===== src/rtl/wb_to_drp_mux.sv =====
// Classic Wishbone target fanned out to NCH DRP ports: one access in flight,
// per-access drprdy timeout, out-of-range channel rejection, saturating timeout counter.
//
// state | meaning
// IDLE  | waiting for cyc&stb; latches address/data/channel
// ISSUE | single-cycle drpen/drpwe pulse, timer loaded
// WAIT  | waiting for drprdy of the selected channel or timer expiry
// ACK   | ack pulse (suppressed if master dropped cyc)
// ERR   | err pulse for bad channel or timeout
module wb_to_drp_mux #(
  parameter int NCH     = 2,
  parameter int DRP_AW  = 10,
  parameter int DRP_DW  = 16,
  parameter int WB_AW   = 13,
  parameter int TIMEOUT = 1024
) (
  input  logic                    wb_clk_i,
  input  logic                    wb_rst_ni,
  input  logic                    wb_cyc_i,
  input  logic                    wb_stb_i,
  input  logic                    wb_we_i,
  input  logic [WB_AW-1:0]        wb_adr_i,
  input  logic [31:0]             wb_dat_i,
  output logic [31:0]             wb_dat_o,
  output logic                    wb_ack_o,
  output logic                    wb_err_o,
  output logic                    wb_rty_o,
  output logic [NCH-1:0]          drpen,
  output logic                    drpwe,
  output logic [DRP_AW-1:0]       drpaddr,
  output logic [DRP_DW-1:0]       drpdi,
  input  logic [NCH-1:0]          drprdy,
  input  logic [NCH*DRP_DW-1:0]   drpdo,
  output logic [15:0]             timeout_count
);

  localparam int CB = (NCH > 1) ? $clog2(NCH) : 1;
  localparam int TW = $clog2(TIMEOUT);
  localparam logic [TW-1:0] TMO_LOAD = TW'(TIMEOUT - 1);

  typedef enum logic [2:0] {
    S_IDLE,
    S_ISSUE,
    S_WAIT,
    S_ACK,
    S_ERR
  } state_t;

  state_t              state_q;
  logic [CB-1:0]       ch_q;
  logic [TW-1:0]       tmo_q;
  logic [NCH-1:0]      drpen_q;
  logic                drpwe_q;
  logic [DRP_AW-1:0]   drpaddr_q;
  logic [DRP_DW-1:0]   drpdi_q;
  logic [31:0]         dat_q;
  logic                ack_q;
  logic                err_q;
  logic [15:0]         tcnt_q;

  logic [CB-1:0]       ch_d;
  logic [31:0]         ch_ext_d;
  logic                ch_ok_d;
  logic [NCH-1:0]      en_d;
  logic                sel_rdy_d;
  logic [DRP_DW-1:0]   sel_do_d;
  logic [31:0]         rd_d;

  assign ch_d     = wb_adr_i[2+DRP_AW +: CB];
  assign ch_ext_d = 32'(ch_d);
  assign ch_ok_d  = ch_ext_d < 32'(NCH);

  // Channel muxing is done by compare loops so that a channel field wider
  // than NCH never indexes past the drprdy/drpdo vectors.
  always_comb begin
    en_d      = '0;
    sel_rdy_d = 1'b0;
    sel_do_d  = '0;
    rd_d      = '0;
    for (int c = 0; c < NCH; c++) begin
      if (ch_d == CB'(c)) begin
        en_d[c] = 1'b1;
      end
      if (ch_q == CB'(c)) begin
        sel_rdy_d = drprdy[c];
        sel_do_d  = drpdo[c*DRP_DW +: DRP_DW];
      end
    end
    rd_d[DRP_DW-1:0] = sel_do_d;
  end

  always_ff @(posedge wb_clk_i or negedge wb_rst_ni) begin
    if (!wb_rst_ni) begin
      state_q   <= S_IDLE;
      ch_q      <= '0;
      tmo_q     <= '0;
      drpen_q   <= '0;
      drpwe_q   <= 1'b0;
      drpaddr_q <= '0;
      drpdi_q   <= '0;
      dat_q     <= '0;
      ack_q     <= 1'b0;
      err_q     <= 1'b0;
      tcnt_q    <= '0;
    end else begin
      drpen_q <= '0;
      drpwe_q <= 1'b0;
      ack_q   <= 1'b0;
      err_q   <= 1'b0;
      case (state_q)
        S_IDLE: begin
          if (wb_cyc_i && wb_stb_i) begin
            ch_q      <= ch_d;
            drpaddr_q <= wb_adr_i[2 +: DRP_AW];
            drpdi_q   <= wb_dat_i[DRP_DW-1:0];
            if (ch_ok_d) begin
              drpen_q <= en_d;
              drpwe_q <= wb_we_i;
              state_q <= S_ISSUE;
            end else begin
              err_q   <= 1'b1;
              state_q <= S_ERR;
            end
          end
        end
        S_ISSUE: begin
          tmo_q   <= TMO_LOAD;
          state_q <= S_WAIT;
        end
        S_WAIT: begin
          // A DRP access cannot be aborted; only the termination is gated by cyc.
          if (sel_rdy_d) begin
            dat_q   <= rd_d;
            ack_q   <= wb_cyc_i;
            state_q <= S_ACK;
          end else if (tmo_q == '0) begin
            dat_q   <= '1;
            err_q   <= wb_cyc_i;
            if (tcnt_q != 16'hFFFF) begin
              tcnt_q <= tcnt_q + 16'd1;
            end
            state_q <= S_ERR;
          end else begin
            tmo_q <= tmo_q - TW'(1);
          end
        end
        S_ACK:   state_q <= S_IDLE;
        S_ERR:   state_q <= S_IDLE;
        default: state_q <= S_IDLE;
      endcase
    end
  end

  assign wb_dat_o      = dat_q;
  assign wb_ack_o      = ack_q;
  assign wb_err_o      = err_q;
  assign wb_rty_o      = 1'b0;
  assign drpen         = drpen_q;
  assign drpwe         = drpwe_q;
  assign drpaddr       = drpaddr_q;
  assign drpdi         = drpdi_q;
  assign timeout_count = tcnt_q;

  logic unused_bits;
  assign unused_bits = ^{wb_adr_i, wb_dat_i};

endmodule


===== config.mk =====
export PLATFORM = sky130hd
export DESIGN_NAME = wb_to_drp_mux
export DESIGN_NICKNAME = d
export VERILOG_FILES = /design/src/rtl/wb_to_drp_mux.sv
export SDC_FILE = /design/constraint.sdc
export NUM_CORES = 1
export LEC_CHECK = 0
export CAP_MARGIN = 25
export CORE_MARGIN = 2
export CORE_UTILIZATION = 38
export DETAILED_ROUTE_END_ITERATION = 16
export HOLD_SLACK_MARGIN = 0.08
export PLACE_DENSITY = 0.81
export SETUP_SLACK_MARGIN = 0.05
export SLEW_MARGIN = 20
export SYNTH_ARGS = -nofsm -noshare
export SYNTH_HDL_FRONTEND = slang
export SYNTH_SLANG_ARGS = --single-unit

===== constraint.sdc =====
create_clock -name wb_clk_i -period 1.8 [get_ports wb_clk_i]
set_input_delay 0.27 -clock wb_clk_i [delete_from_list [all_inputs] [get_ports wb_clk_i]]
set_output_delay 0.27 -clock wb_clk_i [all_outputs]
set_load 0.02 [all_outputs]

======== Yosys cells after proc, flatten, opt, wreduce, memory -nomap -nowiden ========
Index checks and enable logic that the tools add are counted.
cells by class
  divide/modulo/power cells ............... 0
  multiply operators ...................... 0
  $lt $le $gt $ge ......................... 1
  reductions and logical operators ........ 10
  $add $sub $neg .......................... 2
  equal/unequal tests ..................... 7
  multiplexer cells ....................... 27
  shifts and indexed selects .............. 0
  bitwise operators ....................... 1
operators by type and width
  operator               count
  $mux 32                2
  $mux 10                2
  $pmux 10 s2            1
  $add 16x1->16 const B  1
  $mux 16                1
  $ne 16x16->1 const B   1
  $mux 1                 12
  $mux 3                 4
  $logic_not 10->1       1
  $sub 10x1->10 const B  1
  $pmux 3 s3             1
  $mux 2                 3
  $ne 2x2->1 const B     3
  $reduce_and 2->1       3
  $reduce_and 4->1       1
  $reduce_bool 2->1      2
  $eq 3x1->1 const B     1
  $eq 3x2->1 const B     1
  $logic_not 3->1        1
  $ne 3x3->1 const B     1
  $reduce_and 3->1       1
  $lt 1x2->1 const B     1
  $pmux 1 s2             1
  $logic_and 1x1->1      1
  $not 1->1              1
storage, ports and cells
  latch bits .............................. 0
  memories kept ........................... 0
  output and inout port bits .............. 80
  logic and storage cells ................. 59
  register bits ........................... 93
  input bits .............................. 84
  bits in read-only memories .............. 0
  RAM bits ................................ 0

======== Logic depth before layout (Yosys ltp) ========
Gate-level depths: netlist of run 1.
  depth after elaboration ................. 4
  gate-level depth with buffers ........... 7
  gate-level depth less buffers ........... 6

======== Worst setup path after synthesis of run 1 ========
OpenSTA, ideal clock, no wires.
  path type ............................... register to register
  start point ............................. register tmo_q[0]
  end point ............................... register tcnt_q[12], in the netlist timeout_count[12]
  setup slack ............................. -0.122 ns
  cell stages (with the launch flop) ...... 8
  arrival time ............................ 1.794 ns
  required time ........................... 1.672 ns
  buffers on the path ..................... 1
  setup time .............................. 0.128 ns
  period minus slack after synthesis ...... 1.922 ns
  path through ............................ dfrtp_1 inv_1 ha_1 nor3b_2 nand3_1 clkbuf_1 nor3_1 mux2_1
between the ends
  cells in the longest elaborated chain, start to end .. 2
RTL lines
  what                        RTL line  text
  from (decl)                 51        logic [TW-1:0] tmo_q;
  from (signal assigned)      144       tmo_q <= tmo_q - TW'(1);
  $logic_not 10->1            136       end else if (tmo_q == '0) begin
  $reduce_and 4->1 (no line)  n/a
  to (signal assigned)        140       tcnt_q <= tcnt_q + 16'd1;
  to (decl)                   59        logic [15:0] tcnt_q;
No other way between the ends.
A chain may end at the register's enable or synchronous reset.

======== Final worst setup path of run 1 ========
  start point ............................. register tmo_q[1]
  end point ............................... register tcnt_q[12], in the netlist timeout_count[12]
Same word-level chain as after synthesis.

==> results of run 1 <==
==> critical path, stage by stage, from the launching register on <==
cell and delay, ps:
dfrtp_1 380, inv_1 60, ha_2 170, nor3b_4 240, nand3_2 150, buf_6 150, buf_4 130, nor3_4 150
mux2_4 310
==> layout by cell type, fill, tap and decap left out, types with 5 or more instances in the layout <==
| cell | instances |
|---|---|
| buf_4 | 35 |
| dlygate4sd2_1 | 16 |
| buf_12 | 5 |
| dfrtp_1 | 74 |
| nand2_1 | 8 |
| clkdlybuf4s50_1 | 120 |
| buf_6 | 5 |
| nor4_4 | 6 |
| clkbuf_8 | 10 |
| nor2_1 | 22 |
| nand3_1 | 9 |
| mux2_2 | 28 |
| mux2i_1 | 17 |
| a211o_1 | 17 |
| dlymetal6s2s_1 | 7 |
| and2_1 | 8 |
| xor2_1 | 13 |
| nand4_1 | 8 |
==> state kept, by name (all words and copies together), names as in the netlist <==
signal         flops
drpwe              1
wb_err_o           1
wb_dat_o          17
tmo_q             10
drpen              2
wb_ack_o           1
drpdi             16
timeout_count     16
state_q            3
ch_q               1
drpaddr           10
==> final timing paths <==
| kind | startpoint | end | depth (start not counted) |
|---|---|---|---|
| setup / recovery | tmo_q[1]$_DFFE_PN0P_ | timeout_count[12]$_DFFE_PN0P_ | 8 |
| max in group asynchronous | wb_rst_ni | timeout_count[1]$_DFFE_PN0P_ | 3 |
| setup reg to reg | tmo_q[1]$_DFFE_PN0P_ | timeout_count[12]$_DFFE_PN0P_ | 8 |
| min in group wb_clk_i | wb_adr_i[12] | drpen[0]$_DFF_PN0_ | 2 |
| hold / removal | wb_rst_ni | timeout_count[12]$_DFFE_PN0P_ | 2 |
| hold reg to reg | wb_dat_o[0]$_DFFE_PN0P_ | wb_dat_o[0]$_DFFE_PN0P_ | 1 |
==> synthesized netlist by cell type (3+ instances only) <==
cell type   n  area [um^2]
dfrtp_1    78         1950
mux2_2     28          315
nor2_1     22         82.6
a211o_1    17          149
mux2i_1    17          170
buf_4      16          120
xor2_1     13          114
nand3_1    10         50.1
and2_1      8         50.1
nand2_1     8         30.0
nand4_1     8         50.1
nor4_2      8          100
buf_2       6         30.0
nor3_1      6         30.0
and3_1      4         25.0
o21ai_0     4         20.0
and4_1      3         26.3
buf_1       3         11.3
mux2_1      3         33.8
nand2b_1    3         18.8
or4_1       3         22.5
==> area by class of cell <==
type                    instances  area [um^2]
fillers                       753         3670
well taps                     133          166
clock inverters                 6         92.6
flip-flops and latches         78         1960
clock buffers                  10          138
multi-input cells             199         1760
repair buffers                190         1890
inverters                       2         7.51
==> metal layers <==
metal  up-vias  global-route usage, %  part of all wire (%)
met1      1576                   22.8                    40
met4         0                   7.09                   1.6
met2       107                   32.6                    52
met5         -                      0                     0
li1       1438                      -                     -
met3        16                   5.58                   6.1
==> kinds of logic after synthesis <==
logic type,Yosys count
buffers and inverters,31
other,1
DFF,78
muxes,49
xor gates and xnor gates,13
AOI/OAI and AO/OA,31
and+or+nand+nor,103
adders and majority gates,2
==> power by group through the flow <==
| stage | sequential [mW] | clock (mW) | combinational, mW |
|---|---|---|---|
| detailed placement | 2.64 | 0 | 3.34 |
| global route | 2.69 | 1.63 | 3.69 |
| CTS | 2.62 | 1.55 | 3.43 |
| finish | 2.62 | 1.51 | 3.48 |
| floorplan | 3.20 | 0 | 1.15 |
| global placement | 2.61 | 0 | 3.26 |
==> metrics by stage <==
step                TNS [ps]  worst slack, ps  utilization, %  instance area [um^2]
finish                 -80.8            -36.7            62.1                  6010
global placement       -1450            -95.9            56.9                  5510
detailed placement     -2690             -143            56.9                  5510
global route           -1690             -117            62.1                  6010
CTS                     -155            -32.5            61.1                  5920
floorplan               -163            -33.8               -                  3790
==> timing repair <==
action	CTS	global route
gates resized for setup	36	22
pin swaps	18	20
gates cloned	1	0
hold buffers	1	0
setup endpoints to repair	46	51
setup buffers	7	3
endpoints found under the hold margin	20	0
==> summary.md, run 1 <==
| Metric | Value |
|---|---|
| Status | `finished with violations` |
| Failing checks | `negative setup slack` |
| First-pass GRT wire length | `15600 um` |
| Synth Cell Area | `0.00376 mm^2` |
| Largest net degree at the start of global routing | `59` |
| Final hold slack | `350 ps` |
| Tmin final | `1840 ps` |
| Pleak | `2.83 nW` |
| Area delta synth->final | `59.9%` |
| # H-tree levels | `3` |
| Internal Power | `5.01 mW` |
| # setup viols final | `6` |
| Vias in the first global route | `3254` |
| Final Net Count | `566` |
| Setup ws final | `-36.7 ps` |
| Vias | `3137` |
| Async SR Flop Fraction | `100%` |
| Ant diodes | `0` |
| Overall Global Routing Usage | `19.1%` |
| Max cap viols | `0` |
| Maximum vdd drop | `837 uV` |
| Setup crit start kind | `register` |
| CTS root buf | `clkbuf_8` |
| DRT Wirelength | `9940 um` |
| TritonCTS buffer count | `9` |
| Antenna Nets Post-Route | `0` |
| Cells after Synth | `308` |
| Register bit count reported by yosys | `78` |
| Final Power | `7.61 mW` |
| # IOs | `164` |
| Gr ovfl total | `0` |
| Number of vias per cell | `5.08` |
| Fraction of the yosys area taken by sequential cells | `51.9%` |
| Fin cells | `618` |
| Maximum clock rate | `0.544 GHz` |
| Worst-skew pair later-pin latency | `360 ps` |
| Sequential share of power | `34.4%` |
| R2R Setup Slk | `-40 ps` |
| Max FO, Critical Path | `2` |
| Worst setup EP type | `register` |
| CTS tree | `yes` |
| Antenna violations before repair | `0` |
| NetSw | `2.60 mW` |
| Hold WC Path Type | `in -> async` |
| Gate power share | `45.7%` |
| Fraction of layout cells with a size suffix above 1 | `26.4%` |
| Clock buffer depth | `2` |
| Sw frac | `34.1%` |
| Row cnt | `36` |
| Warning count from the yosys run | `0` |
| Synth Area in Compound Gates | `6.32%` |
| Post-synthesis cell type count | `52` |
| DIE AREA | `0.0107 mm^2` |
| Die H | `103 um` |
| Main combinational cell family by area after synthesis | `simple AND/OR/NAND/NOR gates` |
| DRC errors left | `0` |
| Number of synthesized flops with an enable pin | `0` |
| RePlAce Congestion | `0.829` |
| Power density over cell area | `1270 mW/mm^2` |
| Unrepaired setup endpoints after global routing | `yes` |
| Synth Net Count | `394` |
| Post-DP HPWL | `7020 um` |
| IO buf count | `144` |
| Core Region | `0.00968 mm^2` |
| Post-Place Cells | `591` |
| Adder-Cell Fraction of Synth Area | `0.666%` |
| Post-synthesis mux area share | `14.4%` |
| TritonRoute pass-1 iters | `4` |
| Avg Inst Size Synth | `12.2 um^2` |
| WL per Instance | `16.1 um` |
| Worst path arrival time | `2090 ps` |
| Fin crit share | `102%` |
| Starting Density | `38.8%` |
| Chip width | `103 um` |
| Final hold viol count | `0` |
| Clock Pin Slew Worst Setup and Hold Paths | `90 ps` |
| Post-synthesis simple-gate area fraction | `18.2%` |
| Clock Sinks | `78` |
| Clk_skew | `21.0 ps` |
| Most used DFF post-synth | `dfrtp_1` |
| Post-synthesis xor/xnor area fraction | `3.03%` |
| Iter 0 DRT Violations | `97` |
| Kind of critical path | `reg -> reg` |
| Clock power share | `19.9%` |
| Worst Path Required | `2050 ps` |
| Max-slew violations | `0` |
No activity file was read; power rests on OpenSTA's default activity.
==> run 2, diff against run 1 <==
--- a/config.mk
+++ b/config.mk
@@ -12,7 +12,6 @@
 export HOLD_SLACK_MARGIN = 0.08
 export PLACE_DENSITY = 0.81
 export SETUP_SLACK_MARGIN = 0.05
-export SLEW_MARGIN = 20
 export SYNTH_ARGS = -nofsm -noshare
 export SYNTH_HDL_FRONTEND = slang
 export SYNTH_SLANG_ARGS = --single-unit
==> results of run 2 <==
The final DEF is identical to that of run 1; final timing and power are the same.
==> run 3, diff against run 2 <==
--- a/config.mk
+++ b/config.mk
@@ -6,7 +6,7 @@
 export NUM_CORES = 1
 export LEC_CHECK = 0
 export CAP_MARGIN = 25
-export CORE_MARGIN = 2
+export CORE_MARGIN = 1.5
 export CORE_UTILIZATION = 38
 export DETAILED_ROUTE_END_ITERATION = 16
 export HOLD_SLACK_MARGIN = 0.08
==> run 3 against run 2 <==
The flow still finishes with violations (negative setup slack). Worst hold slack better by 21 ps. Count of clock-buffer cells in the layout decreased by 1. Sequential share of layout area decreased by 1.1 points. Combinational power about the same. First-iteration DRC count rose by 19%. Utilization grew 2.1 points. Setup slack got worse by 120 ps. Critical path type unchanged. Critical endpoint is now timeout_count[5]$_DFFE_PN0P_.
==> summary.md, run 3 (synthesized netlist as in run 1, its figures left out) <==
| Metric | Value |
|---|---|
| # H-tree levels | `3` |
| Max cap viols | `0` |
| DIE AREA | `0.0105 mm^2` |
| Fin Setup TNS | `-1290 ps` |
| Antenna Nets Post-Route | `0` |
| Worst R2R End | `timeout_count[5]$_DFFE_PN0P_` |
| Pleak | `2.96 nW` |
| Post-DP HPWL | `7020 um` |
| Setup ws final | `-157 ps` |
| Overall Global Routing Usage | `19.8%` |
| # setup viols final | `28` |
| Unrepaired setup endpoints after global routing | `yes` |
| Setup crit start kind | `register` |
| Clock buffer depth | `2` |
| Antenna violations before repair | `0` |
| Fin cells | `628` |
| Placed cell area | `0.00557 mm^2` |
| R2R Setup Slk | `-160 ps` |
| Area delta synth->final | `65.2%` |
| Failing checks | `negative setup slack` |
| Worst-skew pair later-pin latency | `360 ps` |
| CTS tree | `yes` |
| Core Region | `0.00968 mm^2` |
| RR Startpoint | `tmo_q[0]$_DFFE_PN0P_` |
| Worst Path Required | `2060 ps` |
| Commonest cells after routing, fill and taps aside | `117 x clkdlybuf4s50_1, 74 x dfrtp_1, 39 x buf_4` |
| Final instance area | `0.00621 mm^2` |
| Max-slew violations | `0` |
| IO buf count | `144` |
| Clock Pin Slew Worst Setup and Hold Paths | `90 ps` |
| Critical path origin | `tmo_q[0]$_DFFE_PN0P_` |
| Post-layout util | `64.1%` |
| Power density over cell area | `1270 mW/mm^2` |
| Crit path to | `timeout_count[5]$_DFFE_PN0P_` |
| Starting Density | `38.8%` |
| Commonest non-fill, non-tap cell in the layout | `clkdlybuf4s50_1` |
| Kind of critical path | `reg -> reg` |
| Largest net degree at the start of global routing | `38` |
| Clock Sinks | `78` |
| First-pass GRT wire length | `15700 um` |
| Ant diodes | `0` |
| Worst path arrival time | `2220 ps` |
| Iter 0 DRT Violations | `115` |
| Tmin final | `1960 ps` |
| Hold WC Path Type | `in -> async` |
| DRC errors left | `0` |
| Maximum clock rate | `0.511 GHz` |
| Die H | `102 um` |
| Maximum vdd drop | `1210 uV` |
| Max FO, Critical Path | `7` |
| Status | `finished with violations` |
| RePlAce Congestion | `0.790` |
| TritonRoute pass-1 iters | `4` |
| # IOs | `164` |
| Fraction of layout cells with a size suffix above 1 | `28.5%` |
| Row cnt | `36` |
| Post-Place Cells | `596` |
| TritonCTS buffer count | `9` |
| Final hold viol count | `0` |
| FF-to-FF path depth | `8` |
| Chip width | `102 um` |
| WL per Instance | `17.3 um` |
| CTS root buf | `clkbuf_8` |
| Fin crit share | `109%` |
| DRT Wirelength | `10900 um` |
| Worst setup EP type | `register` |
| Final Net Count | `576` |
| Max FFs per register | `17` |
| Vias in the first global route | `3177` |
| Vias | `3165` |
| Number of vias per cell | `5.04` |
| Clk_skew | `12.4 ps` |
| Gr ovfl total | `0` |
==> run 3: cell types whose count changed in the layout (fill, tap and decap cells not counted), sizes merged <==
cell	previous run	this run
buf	46	56
dlygate4sd2	16	18
bufinv	2	4
clkbuf	10	9
dlymetal6s2s	7	8
clkinvlp	2	1
clkdlybuf4s50	120	117
==> run 3: layer usage <==
layer  GRT usage [%]  part of all wire (%)  routed length, um
met5               0                     0                  0
met2            35.0                    54               5870
met1            22.5                    39               4200
met4            7.90                   2.0                217
met3            5.75                   5.3                579
==> run 3: metrics by stage <==
| step | total power, mW | hold slack, ps | setup WS, ps |
|---|---|---|---|
| 2_1_floorplan | 4.35 | -25.6 | -33.8 |
| 3_3_place_gp | 5.90 | 225 | -102 |
| 3_5_place_dp | 6.01 | 225 | -173 |
| 4_1_cts | 7.86 | 365 | -22.8 |
| 5_1_grt | 8.24 | 407 | -216 |
| 6_report | 7.87 | 371 | -157 |
==> run 3: critical path, stage by stage, from the launching register on <==
cell and delay, ps:
dfrtp_1 390, inv_1 60, ha_2 180, nor3b_4 250, buf_6 160, nand3_4 130
buf_6 200, nor4_4 240, xor2_1 250
==> run 3: where the power goes <==
part / internal [mW] / total, mW / switching [mW]
clock network: 1.07 / 1.75 / 0.686
logic: 1.90 / 3.49 / 1.59
registers: 2.30 / 2.62 / 0.324
total: 5.27 / 7.87 / 2.60
==> run 3: how the worst min path moves through the flow <==
| stage | from | endpoint | cells after the start |
|---|---|---|---|
| 4_1_cts | wb_rst_ni | timeout_count[15]$_DFFE_PN0P_ | 2 |
| 5_1_grt | wb_rst_ni | timeout_count[12]$_DFFE_PN0P_ | 2 |
| 2_1_floorplan | wb_rst_ni | ch_q$_DFFE_PN0P_ | 0 |
| 3_3_place_gp | wb_rst_ni | timeout_count[15]$_DFFE_PN0P_ | 1 |
| 3_5_place_dp | wb_rst_ni | timeout_count[15]$_DFFE_PN0P_ | 1 |
| 6_report | wb_rst_ni | timeout_count[15]$_DFFE_PN0P_ | 2 |
==> run 3: layout make-up <==
| cell class | instances | area [um^2] |
|---|---|---|
| Clock buffer | 9 | 124 |
| Clock inverter | 7 | 145 |
| Fill cell | 723 | 3470 |
| Inverter | 2 | 7.51 |
| Multi-Input combinational cell | 199 | 1820 |
| Sequential cell | 78 | 1960 |
| Tap cell | 133 | 166 |
| Timing Repair Buffer | 200 | 1990 |
==> run 3: timing repair <==
item	CTS	global route
pin swaps	10	19
setup buffers	8	7
endpoints found under the hold margin	25	0
cloned	1	0
hold buffers	1	0
resized for setup	33	37
setup endpoints to repair	50	49
